==> src/rtl/display_scan_driver_pkg.sv <==
`default_nettype none
// ============================================================================
// Module      : display_scan_driver_pkg
// Description : Shared display definitions for the two-digit scan driver.
//               Holds the scan FSM state encoding, the digit-enable and
//               blank-segment constants, and a small elaboration helper.
// Revision    : 1.0 - initial release
// ============================================================================
package display_scan_driver_pkg;

    // Scan states. A frame runs GAP_O -> ON_O -> GAP_T -> ON_T and then
    // wraps back to GAP_O.
    typedef enum logic [2:0] {
        ST_IDLE  = 3'd0,
        ST_GAP_O = 3'd1,
        ST_ON_O  = 3'd2,
        ST_GAP_T = 3'd3,
        ST_ON_T  = 3'd4
    } state_t;

    // One-hot digit enables: bit 0 drives the ones digit, bit 1 the tens digit.
    localparam logic [1:0] c_dig_none = 2'b00;
    localparam logic [1:0] c_dig_ones = 2'b01;
    localparam logic [1:0] c_dig_tens = 2'b10;

    // All segments off.
    localparam logic [6:0] c_seg_blank = 7'h00;

    // Larger of two integers, used to size the shared slot/gap counter.
    function automatic int max2(input int a, input int b);
        return (a > b) ? a : b;
    endfunction

endpackage : display_scan_driver_pkg
`default_nettype wire

==> src/rtl/display_scan_driver_if.sv <==
`default_nettype none
// ============================================================================
// Module      : display_scan_driver_if
// Description : Bus bundle between the segment-code source and the scan
//               driver.
//                 enable     - 1 = scanning allowed, 0 = force blank/idle
//                 load       - 1-cycle strobe capturing seg_tens/seg_ones
//                 seg_tens   - 7-bit segment code for the tens digit
//                 seg_ones   - 7-bit segment code for the ones digit
//                 seg        - shared 7-bit segment bus (driver output)
//                 dig_en     - one-hot digit enable, [0]=ones, [1]=tens
//                 frame_done - pulse on the last tens-digit cycle of a frame
//               master : the side that supplies codes and watches the bus
//               slave  : the scan driver
// Revision    : 1.0 - initial release
// ============================================================================
interface display_scan_driver_if;

    logic       enable;
    logic       load;
    logic [6:0] seg_tens;
    logic [6:0] seg_ones;
    logic [6:0] seg;
    logic [1:0] dig_en;
    logic       frame_done;

    modport master (
        output enable,
        output load,
        output seg_tens,
        output seg_ones,
        input  seg,
        input  dig_en,
        input  frame_done
    );

    modport slave (
        input  enable,
        input  load,
        input  seg_tens,
        input  seg_ones,
        output seg,
        output dig_en,
        output frame_done
    );

endinterface : display_scan_driver_if
`default_nettype wire

==> src/rtl/display_scan_timer.sv <==
`default_nettype none
// ============================================================================
// Module      : display_scan_timer
// Description : Loadable down-counter with a terminal-count flag. Loading
//               value N-1 yields a phase of exactly N cycles: o_tc is high
//               while the count sits at zero, and the count holds at zero
//               rather than wrapping.
//                 clk          - clock, rising edge
//                 rst_n        - synchronous active-low reset, clears count
//                 i_load       - load i_load_value this edge (wins over count)
//                 i_load_value - value to load
//                 o_count      - current count
//                 o_tc         - terminal count (count == 0)
// Revision    : 1.0 - initial release
// ============================================================================
module display_scan_timer #(
    parameter int WIDTH = 3
) (
    input  logic             clk,
    input  logic             rst_n,
    input  logic             i_load,
    input  logic [WIDTH-1:0] i_load_value,
    output logic [WIDTH-1:0] o_count,
    output logic             o_tc
);

    logic [WIDTH-1:0] r_count;

    always_ff @(posedge clk) begin
        if (!rst_n) begin
            r_count <= '0;
        end else if (i_load) begin
            r_count <= i_load_value;
        end else if (r_count != '0) begin
            r_count <= r_count - WIDTH'(1);
        end
    end

    assign o_count = r_count;
    assign o_tc    = (r_count == '0);

endmodule : display_scan_timer
`default_nettype wire

==> src/rtl/display_scan_driver.sv <==
`default_nettype none
// ============================================================================
// Module      : display_scan_driver
// Description : Time-multiplexes two 7-segment codes onto one shared segment
//               bus with one-hot digit enables. Loads are double-buffered
//               (pending -> active at each frame boundary) so a frame never
//               shows a torn tens/ones pair, and a blank gap precedes every
//               digit slot to suppress ghosting.
//                 clk    - clock, rising edge
//                 rst_n  - synchronous active-low reset
//                 bus    - display_scan_driver_if slave modport
//                          (enable, load, seg_tens, seg_ones in;
//                           seg, dig_en, frame_done out, all registered)
// Revision    : 1.0 - initial release
// ============================================================================
module display_scan_driver
    import display_scan_driver_pkg::*;
#(
    parameter int SLOT_CYCLES = 4,
    parameter int GAP_CYCLES  = 1
) (
    input  logic                  clk,
    input  logic                  rst_n,
    display_scan_driver_if.slave  bus
);

    localparam int c_cnt_w = $clog2(max2(SLOT_CYCLES, GAP_CYCLES) + 1);
    localparam logic [c_cnt_w-1:0] c_gap_load  = c_cnt_w'(GAP_CYCLES - 1);
    localparam logic [c_cnt_w-1:0] c_slot_load = c_cnt_w'(SLOT_CYCLES - 1);

    state_t               r_state;
    state_t               w_next_state;

    logic [6:0]           r_pend_tens;
    logic [6:0]           r_pend_ones;
    logic                 r_pend_valid;
    logic [6:0]           r_active_tens;
    logic [6:0]           r_active_ones;

    logic [6:0]           r_seg;
    logic [1:0]           r_dig_en;
    logic                 r_frame_done;

    logic                 w_tmr_load;
    logic [c_cnt_w-1:0]   w_tmr_value;
    logic [c_cnt_w-1:0]   w_cnt;
    logic                 w_tc;
    logic                 w_commit;
    logic                 w_last_slot;
    logic [6:0]           w_seg_next;
    logic [1:0]           w_dig_next;

    // ------------------------------------------------------------------
    // Phase timer, shared by gap and slot phases; restarted on each
    // state change.
    // ------------------------------------------------------------------
    display_scan_timer #(
        .WIDTH (c_cnt_w)
    ) u_timer (
        .clk          (clk),
        .rst_n        (rst_n),
        .i_load       (w_tmr_load),
        .i_load_value (w_tmr_value),
        .o_count      (w_cnt),
        .o_tc         (w_tc)
    );

    // ------------------------------------------------------------------
    // FSM state register
    // ------------------------------------------------------------------
    always_ff @(posedge clk) begin
        if (!rst_n) begin
            r_state <= ST_IDLE;
        end else begin
            r_state <= w_next_state;
        end
    end

    // ------------------------------------------------------------------
    // FSM next-state and derived control
    // ------------------------------------------------------------------
    always_comb begin
        w_next_state = r_state;
        w_tmr_value  = '0;

        case (r_state)
            ST_IDLE:  if (bus.load || r_pend_valid) w_next_state = ST_GAP_O;
            ST_GAP_O: if (w_tc) w_next_state = ST_ON_O;
            ST_ON_O:  if (w_tc) w_next_state = ST_GAP_T;
            ST_GAP_T: if (w_tc) w_next_state = ST_ON_T;
            ST_ON_T:  if (w_tc) w_next_state = ST_GAP_O;
            default:  w_next_state = ST_IDLE;
        endcase

        // Dropping enable aborts from anywhere, including the IDLE exit.
        if (!bus.enable) begin
            w_next_state = ST_IDLE;
        end

        w_tmr_load = (w_next_state != r_state);

        case (w_next_state)
            ST_GAP_O, ST_GAP_T: w_tmr_value = c_gap_load;
            ST_ON_O,  ST_ON_T:  w_tmr_value = c_slot_load;
            default:            w_tmr_value = '0;
        endcase

        // Frame boundary: the pending pair becomes active on entry to GAP_O.
        w_commit = (w_next_state == ST_GAP_O) && (r_state != ST_GAP_O);

        // The registered outputs describe the cycle that follows this edge,
        // so "last ON_T cycle" is judged on the post-edge count: either we
        // stay in ON_T and the count is about to hit zero, or we are just
        // entering a single-cycle ON_T slot.
        if (r_state == ST_ON_T) begin
            w_last_slot = (w_next_state == ST_ON_T) && (w_cnt == c_cnt_w'(1));
        end else begin
            w_last_slot = (w_next_state == ST_ON_T) && (SLOT_CYCLES == 1);
        end

        // Active registers only move at the GAP_O entry, where the bus is
        // blank, so the current active values are safe to use here.
        case (w_next_state)
            ST_ON_O: begin
                w_seg_next = r_active_ones;
                w_dig_next = c_dig_ones;
            end
            ST_ON_T: begin
                w_seg_next = r_active_tens;
                w_dig_next = c_dig_tens;
            end
            default: begin
                w_seg_next = c_seg_blank;
                w_dig_next = c_dig_none;
            end
        endcase
    end

    // ------------------------------------------------------------------
    // Pending / active buffers
    // ------------------------------------------------------------------
    always_ff @(posedge clk) begin
        if (!rst_n) begin
            r_pend_tens   <= '0;
            r_pend_ones   <= '0;
            r_pend_valid  <= 1'b0;
            r_active_tens <= '0;
            r_active_ones <= '0;
        end else begin
            if (bus.load) begin
                r_pend_tens  <= bus.seg_tens;
                r_pend_ones  <= bus.seg_ones;
                r_pend_valid <= 1'b1;
            end
            if (w_commit) begin
                // A load on the commit edge bypasses pending so it is not
                // delayed by a whole frame.
                r_active_tens <= bus.load ? bus.seg_tens : r_pend_tens;
                r_active_ones <= bus.load ? bus.seg_ones : r_pend_ones;
            end
        end
    end

    // ------------------------------------------------------------------
    // Output registers
    // ------------------------------------------------------------------
    always_ff @(posedge clk) begin
        if (!rst_n) begin
            r_seg        <= c_seg_blank;
            r_dig_en     <= c_dig_none;
            r_frame_done <= 1'b0;
        end else begin
            r_seg        <= w_seg_next;
            r_dig_en     <= w_dig_next;
            r_frame_done <= w_last_slot;
        end
    end

    assign bus.seg        = r_seg;
    assign bus.dig_en     = r_dig_en;
    assign bus.frame_done = r_frame_done;

endmodule : display_scan_driver
`default_nettype wire

==> src/flat_wrapper.sv <==
// flat-port wrapper written by rule: the top's interface ports become plain ports
module display_scan_driver_flat import display_scan_driver_pkg::*;
#(
    parameter int SLOT_CYCLES = 4,
    parameter int GAP_CYCLES  = 1
)
  (clk, rst_n, bus_enable, bus_load, bus_seg_tens, bus_seg_ones, bus_seg, bus_dig_en, bus_frame_done);
  display_scan_driver_if bus_i ();
  input  logic clk;
  input  logic rst_n;
  input wire logic [$bits(bus_i.enable)-1:0] bus_enable;
  input wire logic [$bits(bus_i.load)-1:0] bus_load;
  input wire logic [$bits(bus_i.seg_tens)-1:0] bus_seg_tens;
  input wire logic [$bits(bus_i.seg_ones)-1:0] bus_seg_ones;
  output wire logic [$bits(bus_i.seg)-1:0] bus_seg;
  output wire logic [$bits(bus_i.dig_en)-1:0] bus_dig_en;
  output wire logic [$bits(bus_i.frame_done)-1:0] bus_frame_done;
  assign bus_i.enable = bus_enable;
  assign bus_i.load = bus_load;
  assign bus_i.seg_tens = bus_seg_tens;
  assign bus_i.seg_ones = bus_seg_ones;
  assign bus_seg = bus_i.seg;
  assign bus_dig_en = bus_i.dig_en;
  assign bus_frame_done = bus_i.frame_done;
  display_scan_driver #(.SLOT_CYCLES(SLOT_CYCLES), .GAP_CYCLES(GAP_CYCLES)) u_core (.clk(clk), .rst_n(rst_n), .bus(bus_i));
endmodule
==> config.mk <==
export PLATFORM = sky130hd
export DESIGN_NAME = display_scan_driver_flat
export DESIGN_NICKNAME = d
export VERILOG_FILES = /design/src/rtl/display_scan_driver_pkg.sv /design/src/rtl/display_scan_driver_if.sv /design/src/rtl/display_scan_timer.sv /design/src/rtl/display_scan_driver.sv /design/src/flat_wrapper.sv
export SDC_FILE = /design/constraint.sdc
export NUM_CORES = 1
export LEC_CHECK = 0
export CAP_MARGIN = 25
export CORE_ASPECT_RATIO = 1.75
export CORE_MARGIN = 2
export CORE_UTILIZATION = 52
export CTS_CLUSTER_DIAMETER = 40
export DETAILED_ROUTE_END_ITERATION = 8
export PLACE_DENSITY_LB_ADDON = 0.2
export SLEW_MARGIN = 5
export SYNTH_ARGS = -nofsm -noshare
export SYNTH_HDL_FRONTEND = slang
export SYNTH_SLANG_ARGS = --single-unit
==> constraint.sdc <==
create_clock -name clk -period 1.9 [get_ports clk]
set_input_delay 0.285 -clock clk [delete_from_list [all_inputs] [get_ports clk]]
set_output_delay 0.285 -clock clk [all_outputs]
set_load 0.03 [all_outputs]
# [Word-level counts from Yosys, hierarchy flattened]
# Index checks and enable logic that the tools add are counted.
[classes] reduce_logical=9 mux=14 eq_ne=10 add_sub_neg=1
[ops] cell="two-way mux 3 bit" count=8
[ops] cell="case mux 3 bit (5 select lines)" count=1
[ops] cell="two-way mux 7 bit" count=2
[ops] cell="case mux 7 bit (2 select lines)" count=1
[ops] cell="== test 3 x 1 -> 1 bit (second input constant)" count=3
[ops] cell="== test 3 x 2 -> 1 bit (second input constant)" count=3
[ops] cell="== test 3 bit (second input constant)" count=2
[ops] cell="logical NOT 3 bit" count=2
[ops] cell="case mux 2 bit (2 select lines)" count=1
[ops] cell="inequality test 3 x 1 -> 1 bit (second input constant)" count=1
[ops] cell="inequality test 3 bit" count=1
[ops] cell="nonzero test 3 bit" count=1
[ops] cell="subtractor 3 x 1 -> 3 bit (second input constant)" count=1
[ops] cell="logical AND 1 bit" count=2
[ops] cell="two-way mux 2 bit" count=1
[ops] cell="AND reduction 2 bit" count=1
[ops] cell="nonzero test 2 bit" count=1
[ops] cell="OR reduction 2 bit" count=1
[ops] cell="logical OR 1 bit" count=1
[totals] regBits=45 wordCells=44 out_inout_bits=10 input_bits=18

# [Depth between registers and ports, before layout]
# Gate-level depths: netlist (run 1).
[logic_depth] ltp_word=8 mapped_depth=8 depth_no_buf=6

# [Cells and area by module]
# Synthesis (run 1) repeated with hierarchy kept, for this count alone.
[hier_totals] cells_unflattened=172 hier_area_um2=2009.4
[modules_own_cells] mod="display_scan_driver" seq_area_each_um2=840.8 instances=1 cells_per_inst=150 area_per_inst_um2=1804.2
[modules_own_cells] mod="display_scan_timer" seq_area_each_um2=60.1 instances=1 cells_per_inst=22 area_per_inst_um2=205.2

# [Least setup slack after synthesis (run 1)]
# Ideal clock, no wire load.
[synth_timing] path_kind="register -> register" start="reg u_core.u_timer.r_count[0] (netlist: u_core.u_timer.o_count[0])" end="reg u_core.r_active_ones[2]" n_path_buf=2 setup_ns=0.116 required_ns=1.784 arrival_time_ns=1.504 synth_period_minus_slack_ns=1.621 slack_ns=0.279 path_stages_with_launch=9 path_cell_list="dfxtp_1 > inv_1 > ha_1 > nand2b_1 > buf_6 > a211oi_4 > buf_6 > nand2_1 > o211a_1"
[synth_via] elab_chain_cells=6 elab_cells_between_ends=9 classes_between="1 x eq/ne; 6 x mux; 2 x reduce/logical"
[synth_lines] element="start: declaration" line_no="display_scan_timer.sv:27" source="logic [WIDTH-1:0] r_count;"
[synth_lines] element="start signal: assignment" line_no="display_scan_timer.sv:33" source="r_count <= i_load_value;"
[synth_lines] element="start signal: assignment" line_no="display_scan_timer.sv:35" source="r_count <= r_count - WIDTH'(1);"
[synth_lines] element="logical NOT 3 bit (*)" line_no="display_scan_timer.sv:40" source="assign o_tc = (r_count == '0);"
[synth_lines] element="two-way mux 3 bit, on equally long branches"
[synth_lines] element="case mux 3 bit (5 select lines) (*)" line_no="display_scan_driver.sv:86" source="case (r_state)"
[synth_lines] element="two-way mux 3 bit (*)" line_no="display_scan_driver.sv:96" source="if (!bus.enable) begin"
[synth_lines] element="== test 3 x 1 -> 1 bit (*)" line_no="display_scan_driver.sv:109" source="w_commit = (w_next_state == ST_GAP_O) && (r_state != ST_GAP_O);"
[synth_lines] element="logical AND 1 bit (*)" line_no="display_scan_driver.sv:109"
[synth_lines] element="end signal: assignment" line_no="display_scan_driver.sv:159" source="r_active_ones <= bus.load ? bus.seg_ones : r_pend_ones;"
[synth_lines] element="end: declaration" line_no="display_scan_driver.sv:38" source="logic [6:0] r_active_ones;"
# Every way passes the cells marked *; elsewhere a longest branch is shown, timed or not.
# A chain may end at the register's enable or synchronous reset.

# [Worst setup path after layout (run 1)]
# Ends and elaborated chain as after synthesis.

==> impl_metrics.py, run 1 <==
metrics = {
    "timing": {
        "finalSetupViolations": 0,
        "worst_pin_slew_ns": 0.482,
        "fmax_ghz": 0.572,
        "maxSlewViolCount": 0,
        "rsz0062_at_grt": "no",
        "hold_viol": 0,
        "timing.setup.tns_ns": 0,
        "holdWs_ns": 0.498,
        "finalCritPeriodShare": 0.920,
        "relSlewSlack": 0.676,
        "min_period_ns": 1.75,
        "setup_slack_ns": 0.151,
        "finClkSkew_ns": 0.00899,
    },
    "floorplanning": {
        "die-area_um2": 4050,
        "fp.dieW_um": 49.0,
        "core_area_um2": 3400,
        "die_y_um": 82.7,
        "rows": 28,
        "start_util": 0.541,
        "io_pins": 28,
    },
    "cells_and_area": {
        "fin_area_um2": 2230,
        "layout.nets": 221,
        "drive_gt1_frac": 0.0896,
        "area_delta_synth_final_pct": 21.5,
        "n_antenna_cell": 0,
    },
    "placement": {
        "gp_congestion": 0.863,
        "hpwlAfterDp_mm": 2.42,
        "dpl_cell_area_um2": 2140,
        "io_buffers": 27,
        "dp_slack_ns": 0.0286,
    },
    "power_and_ir_drop": {
        "leakage_nw": 0.971,
        "powerDensity_nw_per_um2": 1020,
        "vdd_drop_max_mv": 0.843,
    },
    "synthesis": {
        "ys_ff_latch": 45,
        "synthDistinctLibCells": 36,
        "synth_edf_count": 0,
        "netlist_instances": 173,
        "seq_area_frac_synth": 0.490,
        "ys_top_cells_by_area": "dfxtp_1 (49%), mux2i_1 (7.6%), o211a_1 (7.6%)",
        "syn-mean-instance-area_um2": 10.6,
        "synth_area_leader_cell": "dfxtp_1",
        "ys_top_cells_by_count": "dfxtp_1 (45), nand2_1 (17), nor2b_1 (17)",
        "synth_top_area_frac": 0.490,
        "synthAdderAreaFrac": 0.0204,
        "synthMuxAreaShare": 0.0762,
        "post_synth_and_or_nand_nor_area_fraction": 0.165,
        "synth_top_family_by_area": "compound AO/OA/AOI/OAI gates",
        "yosysWarnings": 0,
        "ys.flop_type": "dfxtp_1",
        "synth_nets": 194,
        "synth.most_common_cell": "dfxtp_1",
        "synth_xor_area_frac": 0.0143,
        "async_flop_share": 0,
        "synth_compound_area_frac": 0.173,
        "syn-cell-area_um2": 1840,
    },
    "worst_hold_path": {
        "hp-class": "flip-flop to flip-flop",
    },
    "global_routing": {
        "grt_start_max_net_pins": 33,
        "grt_antenna_before_repair": 0,
        "grt_pass1_vias": 1202,
        "grt_pass1_wl_mm": 5.42,
        "track_usage": 0.176,
        "grt_overflow": 0,
    },
    "worst_setup_path": {
        "startpoint_type": "flip-flop",
        "critPathKind": "flip-flop to flip-flop",
        "cp-end-kind": "flip-flop",
        "cp.required_ns": 2.09,
        "r2r_slack_ns": 0.15,
        "arrival_ns": 1.94,
        "crit_fanout": 28,
    },
    "routing": {
        "route.detailed.drc": 0,
        "dr_total_vias": 1349,
        "routedWlPerCell_um": 13.5,
        "final_antenna_net_count": 0,
        "viasPerCell": 5.48,
        "first_iter_violations": 22,
        "drtPass1Iterations": 4,
        "drt-total-wl_mm": 3.33,
    },
    "status": {
        "outcome": "complete, no violations",
    },
    "clocking": {
        "cts_buffers": 5,
        "htree_levels": 2,
        "cts-root-buf": "clkbuf_8",
        "holdBufCountCts": 0,
        "clockBufferDepth": 2,
        "cts_tree": "yes",
        "ctsResizeCount": 0,
        "cts_setup_buffers": 0,
        "clk_latency_ns": 0.30,
        "clock_sinks": 45,
        "path_clk_slew_ns": 0.08,
    },
    "job": {
        "drv_cap": 0,
    },
}
==> sequential cells by signal, indices dropped and copies added (netlist names) <==
signal / cells
u_core.r_state: 3
u_core.r_pend_valid: 1
u_core.r_active_tens: 7
u_core.r_pend_ones: 7
u_core.r_pend_tens: 7
u_core.bus.dig_en: 2
u_core.bus.frame_done: 1
u_core.r_active_ones: 7
u_core.u_timer.o_count: 3
u_core.bus.seg: 7
==> power breakdown <==
part           leakage (nW)  internal, W  switching [W]
Clock                0.0364     0.000258       0.000323
Combinational         0.566     0.000288       0.000314
Sequential            0.369      0.00103      0.0000615
==> kinds of logic (layout without fill, tap and decap cells) <==
logic type	after synthesis	in the layout
compound gates	35	35
buf+inv	17	45
fa+ha+maj	3	3
xor+xnor	3	3
flops	45	45
simple gates	56	56
mux	14	14
==> cell usage in the layout (no fill, tap or decap), types with 2 or more instances in the layout <==
cell             instances
dfxtp_1                 45
a21boi_0                 2
clkbuf_8                 5
nand2b_1                 2
xor2_1                   2
nor3_1                   3
o211a_1                 14
clkinvlp_4               3
mux2i_1                 14
nor2b_1                 17
a32oi_1                  7
buf_4                    5
nand2_1                 17
inv_1                    3
buf_12                   2
nor2_1                   8
o21ai_0                  3
ha_1                     3
clkdlybuf4s50_1         27
==> final timing paths <==
kind | start | end | cells past startpoint
max reg2reg | u_core.u_timer.o_count[0] | u_core.r_active_ones[2] | 7
max | u_core.u_timer.o_count[0] | u_core.r_active_ones[2] | 7
min | u_core.r_active_tens[4] | u_core.bus.seg[4] | 2
min reg2reg | u_core.r_active_tens[4] | u_core.bus.seg[4] | 2
==> routing by layer <==
metal / part of all wire / global-route usage / up-vias
met4: 0.015 / 0.100 / 0
met3: 0.039 / 0.0396 / 5
li1: - / - / 665
met2: 0.54 / 0.319 / 31
met1: 0.40 / 0.187 / 648
met5: 0 / 0 / -
==> area by class of cell <==
class	instances	area, um^2
Inverter	3	11.3
Clock buffer	5	68.8
Multi-Input combinational cell	111	827
Sequential cell	45	901
Fill cell	288	1160
Tap cell	45	56.3
Clock inverter	3	22.5
Timing Repair Buffer	34	348
==> through the flow <==
| step | power (W) | util | instances |
|---|---|---|---|
| 6_report | 0.00227 | 0.658 | 246 |
| 5_1_grt | 0.00239 | 0.658 | 246 |
| 4_1_cts | 0.00229 | 0.658 | 246 |
| 3_5_place_dp | 0.00172 | 0.631 | 238 |
| 3_3_place_gp | 0.00169 | 0.631 | 238 |
| 2_1_floorplan | 0.00158 | - | 173 |
==> critical path, stage by stage, from the launching register on <==
cell and delay, ns:
dfxtp_1 0.34, inv_1 0.09, ha_1 0.23, nand2b_1 0.24, a211oi_4 0.35, buf_12 0.20
nand2_1 0.07, o211a_1 0.13
No activity file was read; power rests on OpenSTA's default activity.
==> inputs of run 2 (changes only) <==
--- a/config.mk
+++ b/config.mk
@@ -5,6 +5,7 @@
 export SDC_FILE = /design/constraint.sdc
 export NUM_CORES = 1
 export LEC_CHECK = 0
+export ABC_AREA = 1
 export CAP_MARGIN = 25
 export CORE_ASPECT_RATIO = 1.75
 export CORE_MARGIN = 2
==> run 2 against run 1 <==
- die area is 2.2% lower
- highest routed layer unchanged
- clock-buffer cell count is 1 higher
- critical path type unchanged
- wire length is 8.8% higher
- utilization is 3.2 points higher
- critical path depth is 8 higher
- first-iteration DRC count is 36% lower
==> impl_metrics.py, run 2 <==
metrics = {
    "synthesis": {
        "seq_area_frac_synth": 0.501,
        "syn-cell-area_um2": 1800,
        "synth.most_common_cell": "nand2_1",
        "netlist_instances": 223,
        "synthDistinctLibCells": 27,
        "ys_ff_latch": 45,
        "synth_edf_count": 0,
        "ys_top_cells_by_area": "dfxtp_1 (50%), nand2_1 (13%), nor2_1 (10%)",
        "synth_nets": 244,
        "yosysWarnings": 0,
        "synth_top_area_frac": 0.501,
        "async_flop_share": 0,
        "ys_top_cells_by_count": "nand2_1 (60), nor2_1 (48), dfxtp_1 (45)",
        "synth_area_leader_cell": "dfxtp_1",
        "ys.flop_type": "dfxtp_1",
        "syn-mean-instance-area_um2": 8.06,
    },
    "timing": {
        "finalCritPeriodShare": 0.942,
        "setup_slack_ns": 0.110,
        "maxSlewViolCount": 0,
        "hold_viol": 0,
        "worst_pin_slew_ns": 0.355,
        "rsz0062_at_grt": "no",
        "timing.setup.tns_ns": 0,
        "relSlewSlack": 0.761,
        "min_period_ns": 1.79,
        "fmax_ghz": 0.559,
        "finalSetupViolations": 0,
        "holdWs_ns": 0.450,
        "finClkSkew_ns": 0.00181,
    },
    "power_and_ir_drop": {
        "p_comb_frac": 0.212,
        "switching_share": 0.279,
        "finalPower_w": 0.00211,
        "power.switching_w": 0.000589,
        "power_frac_seq": 0.499,
        "clockPowerShare": 0.289,
        "powerDensity_nw_per_um2": 921,
        "leakage_nw": 1.05,
        "p_int_w": 0.00152,
        "vdd_drop_max_mv": 0.868,
    },
    "global_routing": {
        "grt_overflow": 0,
        "track_usage": 0.196,
        "grt_pass1_vias": 1358,
        "grt_antenna_before_repair": 0,
        "grt_pass1_wl_mm": 5.88,
        "grt_start_max_net_pins": 29,
    },
    "floorplanning": {
        "rows": 28,
        "io_pins": 28,
        "core_area_um2": 3330,
        "fp.dieW_um": 48.4,
        "die-area_um2": 3960,
        "die_y_um": 81.8,
        "start_util": 0.540,
    },
    "worst_hold_path": {
        "hp-class": "flip-flop to flip-flop",
        "min_from": "u_core.r_active_tens[0]",
    },
    "routing": {
        "final_antenna_net_count": 0,
        "route.detailed.drc": 0,
        "routedWlPerCell_um": 12.0,
        "drtPass1Iterations": 4,
        "first_iter_violations": 14,
        "drt-total-wl_mm": 3.62,
        "dr_total_vias": 1442,
        "viasPerCell": 4.76,
    },
    "cells_and_area": {
        "fillers": 284,
        "multi_input_area_um2": 802,
        "layout_common_cells": "nand2_1 (60), nor2_1 (48), dfxtp_1 (44)",
        "drive_gt1_frac": 0.120,
        "n_antenna_cell": 0,
        "area_delta_synth_final_pct": 27.6,
        "final_common_cell": "nand2_1",
        "final_util": 0.689,
        "layout.nets": 278,
        "ff_latch_area_um2": 902,
    },
    "worst_setup_path": {
        "startpoint_type": "flip-flop",
        "arrival_ns": 1.99,
        "startpoint": "u_core.u_timer.o_count[0]",
        "cp-end-kind": "flip-flop",
        "critPathKind": "flip-flop to flip-flop",
        "worstReg2RegStart": "u_core.u_timer.o_count[0]",
        "r2r_slack_ns": 0.11,
        "crit_fanout": 14,
        "cp.required_ns": 2.10,
    },
    "clocking": {
        "clock_sinks": 45,
        "path_clk_slew_ns": 0.08,
        "clk_latency_ns": 0.29,
        "clockBufferDepth": 2,
        "cts-root-buf": "clkbuf_8",
        "holdBufCountCts": 0,
        "cts_tree": "yes",
        "htree_levels": 2,
        "cts_buffers": 5,
    },
    "placement": {
        "gp_congestion": 0.812,
        "hpwlAfterDp_mm": 2.52,
        "dp_slack_ns": 0.0889,
        "io_buffers": 27,
    },
    "job": {
        "drv_cap": 0,
    },
    "status": {
        "outcome": "complete, no violations",
    },
}
## run 2: cell types whose count changed in the layout (fill, tap and decap cells not counted), moves of 6 or more
cell / delta
a32oi_1: -7
inv_1: +7
nand2_1: +43
nand3_1: +6
nor2_1: +40
nor2b_1: -17
o211a_1: -14
## run 2: critical path: stages, from the launching register on
cell and delay, ns:
dfxtp_2 0.34, inv_1 0.11, ha_4 0.15, nand2_2 0.09
nand2_1 0.07, nand2_1 0.06, inv_2 0.05, nand2_2 0.04
nand2_2 0.08, nand2_4 0.07, nor3_4 0.15, buf_4 0.17
clkbuf_16 0.17, nand2_1 0.05, nand2_1 0.05, nor2_1 0.03
## run 2: final timing paths
check             cells after the start                      end
hold reg to reg                       2        u_core.bus.seg[0]
setup reg to reg                     15  u_core.r_active_ones[0]
setup / recovery                     15  u_core.r_active_ones[0]
hold / removal                        2        u_core.bus.seg[0]
## run 2: power by group through the flow
stage | Sequential [W] | Combinational [W] | Clock (W)
after detailed placement | 0.00107 | 0.000397 | 0
after CTS | 0.00105 | 0.000401 | 0.000625
final | 0.00105 | 0.000448 | 0.000611
after floorplan | 0.00107 | 0.000295 | 0
after global routing | 0.00106 | 0.000502 | 0.000662
after global placement | 0.00107 | 0.000388 | 0
## run 2: through the flow
step,cells,cell area (um^2)
6_report,303,2290
5_1_grt,303,2290
2_1_floorplan,223,1800
3_5_place_dp,292,2120
3_3_place_gp,292,2120
4_1_cts,300,2220
## run 2: cells by family (layout without fill, tap and decap cells)
kind of cell | after synthesis | after routing | synth area share
buf+inv | 23 | 58 | 0.0592
xor+xnor | 2 | 2 | 0.00975
compound gates | 6 | 6 | 0.0181
fa+ha+maj | 3 | 3 | 0.0209
flops | 45 | 45 | 0.501
simple gates | 129 | 129 | 0.307
mux | 15 | 15 | 0.0836
## run 2: what timing repair did
action                     4_1_cts  5_1_grt
resized for setup                0        4
setup endpoints to repair        0        2
hold endpoints to repair         0        0
buffers inserted                 0        1
## run 2: per-layer routing
layer | track usage | vias up | part of all wire | wire length (um)
li1 | - | 753 | - | -
met1 | 0.184 | 654 | 0.39 | 1410
met2 | 0.392 | 26 | 0.55 | 2010
met3 | 0.0473 | 9 | 0.024 | 88
met4 | 0.0971 | 0 | 0.032 | 115
met5 | 0 | - | 0 | 0
## run 2: layout make-up
| type | instances | area share |
|---|---|---|
| sequential | 45 | 0.393 |
| inverter | 15 | 0.0256 |
| timing repair buffer | 35 | 0.165 |
| multi-input combinational | 155 | 0.350 |
| tap | 45 | 0.0245 |
| clock buffer | 6 | 0.0360 |
| clock inverter | 2 | 0.00600 |
==> inputs of run 3 (changes only) <==
--- a/config.mk
+++ b/config.mk
@@ -8,7 +8,7 @@
 export ABC_AREA = 1
 export CAP_MARGIN = 25
 export CORE_ASPECT_RATIO = 1.75
-export CORE_MARGIN = 2
+export CORE_MARGIN = 10
 export CORE_UTILIZATION = 52
 export CTS_CLUSTER_DIAMETER = 40
 export DETAILED_ROUTE_END_ITERATION = 8
==> run 3 against run 2 <==
- die area grew 59%
- cell count shrank 0.33%
- sequential power is essentially flat
- design area grew 0.60%
- wire length grew 3.7%
- critical path depth is the same
- non-clock buffer count is the same
- highest routed layer unchanged
==> impl_metrics.py, run 3 (synthesis gave the netlist of run 2 again) <==
metrics = {
    "worst_setup_path": {
        "arrival_ns": 1.93,
        "cp.required_ns": 2.09,
        "cp-end-kind": "flip-flop",
        "critPathKind": "flip-flop to flip-flop",
        "startpoint_type": "flip-flop",
        "crit_fanout": 7,
    },
    "routing": {
        "viasPerCell": 4.80,
        "drtPass1Iterations": 4,
        "drt-total-wl_mm": 3.76,
        "route.detailed.drc": 0,
        "first_iter_violations": 48,
        "dr_total_vias": 1449,
        "routedWlPerCell_um": 12.4,
        "final_antenna_net_count": 0,
    },
    "global_routing": {
        "grt_start_max_net_pins": 29,
        "grt_antenna_before_repair": 0,
        "grt_pass1_wl_mm": 6.50,
        "track_usage": 0.127,
        "grt_overflow": 0,
        "grt_pass1_vias": 1509,
    },
    "clocking": {
        "clockBufferDepth": 2,
        "clk_latency_ns": 0.30,
        "clock_sinks": 45,
        "htree_levels": 2,
        "path_clk_slew_ns": 0.08,
        "cts-root-buf": "clkbuf_8",
        "holdBufCountCts": 0,
        "cts_tree": "yes",
        "cts_buffers": 5,
    },
    "floorplanning": {
        "io_pins": 28,
        "start_util": 0.534,
        "rows": 28,
        "die-area_um2": 6300,
        "die_y_um": 97.8,
        "core_area_um2": 3360,
        "fp.dieW_um": 64.4,
    },
    "placement": {
        "gp_congestion": 0.803,
        "hpwlAfterDp_mm": 2.76,
        "dp_cells": 292,
        "io_buffers": 27,
    },
    "cells_and_area": {
        "drive_gt1_frac": 0.121,
        "layout_common_cells": "nand2_1 (60), nor2_1 (48), dfxtp_1 (44)",
        "fin_cells": 302,
        "final_util": 0.686,
        "fillers": 314,
        "area_delta_synth_final_pct": 28.4,
        "final_common_cell": "nand2_1",
        "layout.nets": 278,
        "n_antenna_cell": 0,
    },
    "power_and_ir_drop": {
        "finalPower_w": 0.00220,
        "leakage_nw": 1.06,
        "powerDensity_nw_per_um2": 951,
        "vdd_drop_max_mv": 0.837,
    },
    "timing": {
        "holdWs_ns": 0.445,
        "min_period_ns": 1.74,
        "finalSetupViolations": 0,
        "fmax_ghz": 0.575,
        "finalCritPeriodShare": 0.916,
        "hold_viol": 0,
        "worst_pin_slew_ns": 0.361,
        "finClkSkew_ns": 0.00760,
        "maxSlewViolCount": 0,
        "relSlewSlack": 0.758,
    },
    "job": {
        "drv_cap": 0,
    },
    "status": {
        "outcome": "complete, no violations",
    },
    "worst_hold_path": {
        "hp-class": "flip-flop to flip-flop",
    },
}
-- run 3: timing repair --
action | in CTS | in global routing
resized for setup | 0 | 6
setup endpoints to repair | 0 | 21
setup buffers | 0 | 1
-- run 3: path summary, 6_finish.rpt --
| kind | start | endpoint | slack, ns | depth (start not counted) |
|---|---|---|---|---|
| worst min register to register | u_core.r_active_ones[0] | u_core.bus.seg[0] | 0.44 | 2 |
| worst min-delay path | u_core.r_active_ones[0] | u_core.bus.seg[0] | 0.44 | 2 |
| worst max-delay path | u_core.u_timer.o_count[0] | u_core.r_active_tens[4] | 0.16 | 15 |
| worst max register to register | u_core.u_timer.o_count[0] | u_core.r_active_tens[4] | 0.16 | 15 |
-- run 3: per-stage QoR --
stage	cell area (um^2)	setup WS, ns	TNS [ns]
after global placement	2120	0.135	0
after global routing	2310	-0.00357	-0.00357
final	2310	0.160	0
after detailed placement	2120	0.111	0
after floorplan	1800	0.196	0
after CTS	2230	0.146	0
-- run 3: worst max-delay path: stages (launching register included) --
cell and delay, ns:
dfxtp_2 0.34, inv_1 0.11, ha_4 0.16, nand2_4 0.07, nand2_1 0.06, nand2_1 0.06
inv_2 0.05, nand2_2 0.04, nand2_2 0.08, nand2_4 0.07, nor3_4 0.16, buf_6 0.15
clkbuf_16 0.14, nand2_1 0.05, nand2_1 0.06, nor2_1 0.04
-- run 3: final cells by class --
type | count | area, um^2 | share of cell area
sequential | 45 | 902 | 0.391
inverter | 15 | 56.3 | 0.0244
clock buffer | 5 | 68.8 | 0.0298
timing repair buffer | 35 | 382 | 0.165
clock inverter | 2 | 35.0 | 0.0152
multi-input combinational | 155 | 807 | 0.350
tap | 45 | 56.3 | 0.0244
-- run 3: power by group --
part           internal, W  switching, W  leakage, nW  total (W)
Combinational     0.000220      0.000240        0.632   0.000459
Clock             0.000382      0.000300       0.0540   0.000682
Sequential         0.00102     0.0000366        0.369    0.00105
-- run 3: layer usage --
metal | up-vias | global-route usage | wire length [um]
li1 | 753 | - | -
met1 | 667 | 0.118 | 1380
met2 | 23 | 0.240 | 2170
met3 | 6 | 0.0320 | 114
met4 | 0 | 0.0646 | 87
met5 | - | 0 | 0
